==> config.mk <==
export PLATFORM = sky130hd
export DESIGN_NAME = clk_sel_ctrl
export DESIGN_NICKNAME = d
export VERILOG_FILES = /design/src/rtl/clk_sel_pkg.sv /design/src/rtl/sync_ff.sv /design/src/rtl/clk_sel_ctrl.sv
export SDC_FILE = /design/constraint.sdc
export NUM_CORES = 1
export LEC_CHECK = 0
export BUFFER_PORTS_ARGS = -buffer_cell sky130_fd_sc_hd__buf_2
export CORE_ASPECT_RATIO = 1.25
export CORE_UTILIZATION = 55
export DETAILED_ROUTE_END_ITERATION = 10
export HOLD_SLACK_MARGIN = 0.15
export PLACE_DENSITY_LB_ADDON = 0.12
export SKIP_CTS_REPAIR_TIMING = 1
export SLEW_MARGIN = 20
export SYNTH_ARGS = -nofsm -noshare
export SYNTH_HDL_FRONTEND = slang
export SYNTH_SLANG_ARGS = --single-unit
==> constraint.sdc <==
create_clock -name clk -period 2.4 [get_ports clk]
set_clock_uncertainty 0.1 [all_clocks]
set_input_delay 0.48 -clock clk [delete_from_list [all_inputs] [get_ports clk]]
set_output_delay 0.48 -clock clk [all_outputs]
set_load 0.005 [all_outputs]
==> src/rtl/clk_sel_pkg.sv <==
// Shared encodings for the clock-select controller: FSM states, select values
// and the helper that picks the synchronized branch-enable for a given select.
package clk_sel_pkg;

    typedef enum logic [2:0] {
        ST_IDLE   = 3'd0,
        ST_DRAIN  = 3'd1,
        ST_ENGAGE = 3'd2,
        ST_SETTLE = 3'd3,
        ST_ERR    = 3'd4
    } state_t;

    localparam logic SEL_CLK1 = 1'b0;
    localparam logic SEL_CLK2 = 1'b1;

    function automatic logic sel_ack(input logic s, input logic a1, input logic a2);
        logic r;
        if (s == SEL_CLK2) begin
            r = a2;
        end else begin
            r = a1;
        end
        return r;
    endfunction

endpackage

==> src/rtl/sync_ff.sv <==
// Multi-flop synchronizer for a single asynchronous level, async active-high reset.
module sync_ff #(
    parameter int SYNC_STAGES = 2
) (
    input  logic clk,
    input  logic reset,
    input  logic d,
    output logic q
);

    logic [SYNC_STAGES-1:0] chain_r;

    // Shift the asynchronous level through the flop chain.
    always_ff @(posedge clk or posedge reset) begin
        if (reset) begin
            chain_r <= {SYNC_STAGES{1'b0}};
        end else begin
            chain_r <= {chain_r[SYNC_STAGES-2:0], d};
        end
    end

    assign q = chain_r[SYNC_STAGES-1];

endmodule

==> src/rtl/clk_sel_ctrl.sv <==
// Clock-switch controller driving a glitch-free mux select line.
// Optional timeout/ERR handling is built when CLK_SEL_TIMEOUT_EN is defined.
module clk_sel_ctrl
    import clk_sel_pkg::*;
#(
    parameter int SYNC_STAGES    = 2,
    parameter int DWELL_CYCLES   = 16,
    parameter int TIMEOUT_CYCLES = 255,
    parameter int CNT_W          = 8
) (
    input  logic clk,
    input  logic reset,
    input  logic req_valid,
    input  logic req_sel,
    output logic req_ready,
    input  logic ack_1,
    input  logic ack_2,
    input  logic err_clr,
    output logic sel,
    output logic busy,
    output logic done,
    output logic err
);

    logic   a1_s;
    logic   a2_s;
    logic   a_old_s;
    logic   a_new_s;
    logic   accept_s;
    state_t state_r;
    logic   cur_sel_r;
    logic   sel_r;
    logic   req_ready_r;
    logic   busy_r;
    logic   done_r;
    logic [CNT_W-1:0] dcnt_r;

    sync_ff #(.SYNC_STAGES(SYNC_STAGES)) u_sync_1 (
        .clk   (clk),
        .reset (reset),
        .d     (ack_1),
        .q     (a1_s)
    );

    sync_ff #(.SYNC_STAGES(SYNC_STAGES)) u_sync_2 (
        .clk   (clk),
        .reset (reset),
        .d     (ack_2),
        .q     (a2_s)
    );

    // Old branch is the one currently confirmed; new branch is the one now selected.
    always_comb begin
        a_old_s  = sel_ack(cur_sel_r, a1_s, a2_s);
        a_new_s  = sel_ack(sel_r, a1_s, a2_s);
        accept_s = req_valid && req_ready_r;
    end

`ifdef CLK_SEL_TIMEOUT_EN
    logic [CNT_W-1:0] tcnt_r;
    logic             err_r;
    logic             tmo_s;

    // Timeout fires on the last allowed cycle of DRAIN+ENGAGE.
    always_comb begin
        tmo_s = (tcnt_r >= CNT_W'(TIMEOUT_CYCLES - 1));
    end

    // Switch-time budget: cleared on acceptance, saturating count in DRAIN/ENGAGE.
    always_ff @(posedge clk or posedge reset) begin
        if (reset) begin
            tcnt_r <= {CNT_W{1'b0}};
        end else if (state_r == ST_IDLE) begin
            tcnt_r <= {CNT_W{1'b0}};
        end else if ((state_r == ST_DRAIN || state_r == ST_ENGAGE) && (tcnt_r != {CNT_W{1'b1}})) begin
            tcnt_r <= tcnt_r + CNT_W'(1);
        end else begin
            tcnt_r <= tcnt_r;
        end
    end

    assign err = err_r;
`else
    logic unused_s;
    assign unused_s = err_clr ^ (TIMEOUT_CYCLES == 0);
    assign err      = 1'b0;
`endif

    // Switch sequencing FSM with registered handshake and status outputs.
    always_ff @(posedge clk or posedge reset) begin
        if (reset) begin
            state_r     <= ST_IDLE;
            cur_sel_r   <= SEL_CLK1;
            sel_r       <= SEL_CLK1;
            req_ready_r <= 1'b1;
            busy_r      <= 1'b0;
            done_r      <= 1'b0;
            dcnt_r      <= {CNT_W{1'b0}};
`ifdef CLK_SEL_TIMEOUT_EN
            err_r       <= 1'b0;
`endif
        end else begin
            done_r <= 1'b0;
            case (state_r)
                ST_IDLE: begin
                    if (accept_s && (req_sel == cur_sel_r)) begin
                        done_r <= 1'b1;
                    end else if (accept_s) begin
                        sel_r       <= req_sel;
                        state_r     <= ST_DRAIN;
                        req_ready_r <= 1'b0;
                        busy_r      <= 1'b1;
                    end else begin
                        state_r <= ST_IDLE;
                    end
                end
                ST_DRAIN: begin
                    if (!a_old_s) begin
                        state_r <= ST_ENGAGE;
`ifdef CLK_SEL_TIMEOUT_EN
                    end else if (tmo_s) begin
                        state_r <= ST_ERR;
                        err_r   <= 1'b1;
`endif
                    end else begin
                        state_r <= ST_DRAIN;
                    end
                end
                ST_ENGAGE: begin
                    if (a_new_s) begin
                        cur_sel_r <= sel_r;
                        dcnt_r    <= {CNT_W{1'b0}};
                        state_r   <= ST_SETTLE;
`ifdef CLK_SEL_TIMEOUT_EN
                    end else if (tmo_s) begin
                        state_r <= ST_ERR;
                        err_r   <= 1'b1;
`endif
                    end else begin
                        state_r <= ST_ENGAGE;
                    end
                end
                ST_SETTLE: begin
                    if (dcnt_r >= CNT_W'(DWELL_CYCLES - 1)) begin
                        done_r      <= 1'b1;
                        state_r     <= ST_IDLE;
                        req_ready_r <= 1'b1;
                        busy_r      <= 1'b0;
                    end else begin
                        dcnt_r <= dcnt_r + CNT_W'(1);
                    end
                end
`ifdef CLK_SEL_TIMEOUT_EN
                ST_ERR: begin
                    if (err_clr) begin
                        state_r     <= ST_IDLE;
                        cur_sel_r   <= sel_r;
                        err_r       <= 1'b0;
                        req_ready_r <= 1'b1;
                        busy_r      <= 1'b0;
                    end else begin
                        state_r <= ST_ERR;
                    end
                end
`endif
                default: begin
                    state_r     <= ST_IDLE;
                    req_ready_r <= 1'b1;
                    busy_r      <= 1'b0;
                end
            endcase
        end
    end

    assign sel       = sel_r;
    assign req_ready = req_ready_r;
    assign busy      = busy_r;
    assign done      = done_r;

endmodule

==> flow_metrics.py <==
metrics = {
    "status": {
        "status": "finished clean",
    },
    "clock_network": {
        "numCtsBuffers": 3,
        "cts.sinks": 19,
        "ctsRootBufferMaster": "clkbuf_4",
        "clock_latency_ps": 290,
        "cts.clk_slew.worst_paths_ps": 100,
        "clock_path_buffers": 2,
        "htreeDepth": 1,
        "cts_tree": "done",
    },
    "setup_path": {
        "critical_path.slowest_cell": "dfrtp_1",
        "cp_slowest_stage_delay_ps": 450,
        "r2r_end": "busy$_DFFE_PP0P_",
        "critPathMaxFanout": 7,
        "crit_start": "state_r[0]$_DFFE_PP0P_",
        "end_kind": "flip-flop",
        "worst-setup-path-type": "flip-flop to flip-flop",
        "arrival_ps": 2030,
        "startpoint_type": "flip-flop",
        "crit_end": "busy$_DFFE_PP0P_",
        "crit_buf_inv": 1,
        "path_cells": "inv_1 > ha_1 > and3_1 > a32oi_2 > and4b_1 > a2bb2oi_1",
        "r2r_cells": 6,
        "worstReg2RegStart": "state_r[0]$_DFFE_PP0P_",
        "worst-path-stages": 6,
        "r2r_slack_ps": 500,
        "crit_required_ps": 2520,
        "cp_top_family": "compound AO/OA/AOI/OAI gates",
    },
    "yosys": {
        "synthTopCellsByCount": "dfrtp_1, nand2_1, ha_1, inv_1, nand3_1",
        "synth-edff-count": 0,
        "syn_area_per_cell_sq_um": 10.9,
        "synthDistinctLibCells": 35,
        "synth_most_common_cell": "dfrtp_1",
        "synthFlopType": "dfrtp_1",
        "ys_seq_area_frac": 0.501,
        "yosysTopAreaCellShare": 0.473,
        "synth_top_cell_by_area": "dfrtp_1",
        "synth-async-reset-ratio": 1.00,
        "ys_warn_count": 0,
        "ys_ff_latch": 19,
        "synth.cell_area_sq_um": 952,
        "synth_fp_nets": 100,
        "synthTopCellsByArea": "dfrtp_1, ha_1, nand2_1",
        "syn_inst": 87,
    },
    "power_and_ir_drop": {
        "powerDensity_nw_per_um2": 954,
        "power.leakage_nw": 0.502,
        "vdd.ir_drop.worst_mv": 0.699,
    },
    "routing": {
        "drc": 0,
        "drt.antenna.violating_nets": 0,
        "drt_iter0_markers": 6,
        "wire_per_inst_microns": 13.6,
        "vias": 663,
        "dr.pass1.iters": 4,
        "routed_wl_microns": 1580,
        "vias_per_cell": 5.72,
    },
    "global_routing": {
        "grt_pass1_wl_microns": 2510,
        "grt_antenna_before_repair": 0,
        "groute.usage.overall": 0.191,
        "gr-total-overflow": 0,
        "grt_pass1_vias": 602,
        "grt_max_degree": 20,
    },
    "die": {
        "fp.dieW_microns": 39.2,
        "rows": 16,
        "fp.dieH_microns": 48.5,
        "dieArea_sq_um": 1900,
        "ios": 12,
        "coreArea_sq_um": 1600,
        "initial_core_util": 0.595,
    },
    "sta": {
        "hold_viol_final": 0,
        "finalMaxSlewViolations": 0,
        "setup_tns_ps": 0,
        "fin_crit_ps": 1900,
        "relSlewSlack": 0.523,
        "period_share": 0.794,
        "finalSetupViolCount": 0,
        "fmax_mhz": 525,
        "rsz0062_at_grt": "no",
        "worst_slew_pin_slew_ps": 715,
    },
    "layout": {
        "synthToLayoutAreaGrowth_pct": 8.67,
        "nNetsFinal": 112,
        "instances_no_fill": 116,
        "drive_gt1_frac": 0.204,
        "fillerInstances": 134,
        "n_antenna_cell": 0,
    },
    "job": {
        "max_cap_viol_count": 0,
    },
    "place": {
        "place_inst": 112,
        "port_buffers": 9,
        "gp_congestion": 0.735,
        "dp_hpwl_microns": 1190,
    },
    "worst_hold_path": {
        "min_path_type": "input pin to asynchronous set/reset pin",
    },
}
==> how the worst min path moves through the flow <==
stage / from / to / slack (ps) / depth (start not counted)
floorplan: u_sync_1.chain_r[0]$_DFF_PP0_ / u_sync_1.chain_r[1]$_DFF_PP0_ / 230 / 0
CTS: ack_2 / u_sync_2.chain_r[0]$_DFF_PP0_ / 170 / 1
global route: ack_1 / u_sync_1.chain_r[0]$_DFF_PP0_ / 170 / 1
global placement: u_sync_2.chain_r[0]$_DFF_PP0_ / u_sync_2.chain_r[1]$_DFF_PP0_ / 230 / 0
finish: reset / dcnt_r[2]$_DFFE_PP0P_ / 180 / 2
detailed placement: u_sync_1.chain_r[0]$_DFF_PP0_ / u_sync_1.chain_r[1]$_DFF_PP0_ / 240 / 0
==> through the flow <==
step / total power [W] / util / area (sq um) / setup slack, ps / hold slack, ps
2_1_floorplan: 0.000740 / - / 952 / 682 / 231
3_3_place_gp: 0.000821 / 0.629 / 1010 / 548 / 234
3_5_place_dp: 0.000836 / 0.629 / 1010 / 507 / 242
4_1_cts: 0.000995 / 0.646 / 1030 / 488 / 174
5_1_grt: 0.00107 / 0.646 / 1030 / 366 / 167
6_report: 0.000987 / 0.646 / 1030 / 495 / 179
==> layout make-up <==
type,instances,area (sq um),area share
clock buffer,3,22.5,0.0218
multi-input combinational,60,440,0.426
clock inverter,1,5.00,0.00484
inverter,6,22.5,0.0218
sequential,19,477,0.461
tap,18,22.5,0.0218
timing repair buffer,9,45.0,0.0435
==> power breakdown <==
part | switching [W] | total, W | internal [W]
clock network | 0.0000968 | 0.000159 | 0.0000621
logic | 0.000198 | 0.000379 | 0.000181
registers | 0.0000649 | 0.000449 | 0.000384
==> worst register-to-register path, cell delays in order, from the launching register on <==
cell and delay [ps]:
dfrtp_1 450, inv_1 90, ha_1 220, and3_1 220, a32oi_2 350, and4b_1 260, a2bb2oi_1 160
==> logic make-up (layout without fill, tap and decap cells) <==
logic type      Yosys count  after routing  synth area share
fa+ha+maj                 6              6            0.0788
other cells               1              1           0.00394
xor+xnor                  1              1           0.00920
buf+inv                   8             19            0.0368
simple gates             30             30             0.181
compound gates           17             17             0.129
mux                       5              5            0.0604
flops                    19             19             0.501
==> placed cells by master, fill, tap and decap left out, drive strengths merged, types with 2 or more instances in the layout <==
cell    count
ha          6
a31oi       3
nand2      10
nor2b       4
nand3       5
inv         6
clkbuf      3
mux2i       2
dfrtp      18
and3        2
mux2        3
o22ai       2
buf         9
a21oi       2
o21ai       3
nor2        3
==> layer usage <==
| metal | vias to the layer above | track usage | share of wire |
|---|---|---|---|
| li1 | 327 | - | - |
| met1 | 322 | 0.238 | 0.45 |
| met2 | 10 | 0.306 | 0.52 |
| met3 | 4 | 0.0413 | 0.017 |
| met4 | 0 | 0.0862 | 0.020 |
| met5 | - | 0 | 0 |
==> sequential cells by signal (all words and copies together) (netlist names) <==
register          count
busy                  1
cur_sel_r             1
dcnt_r                8
done                  1
req_ready             1
sel                   1
state_r               2
u_sync_1.chain_r      2
u_sync_2.chain_r      2
Note: power is estimated with default switching activity, not from simulation.
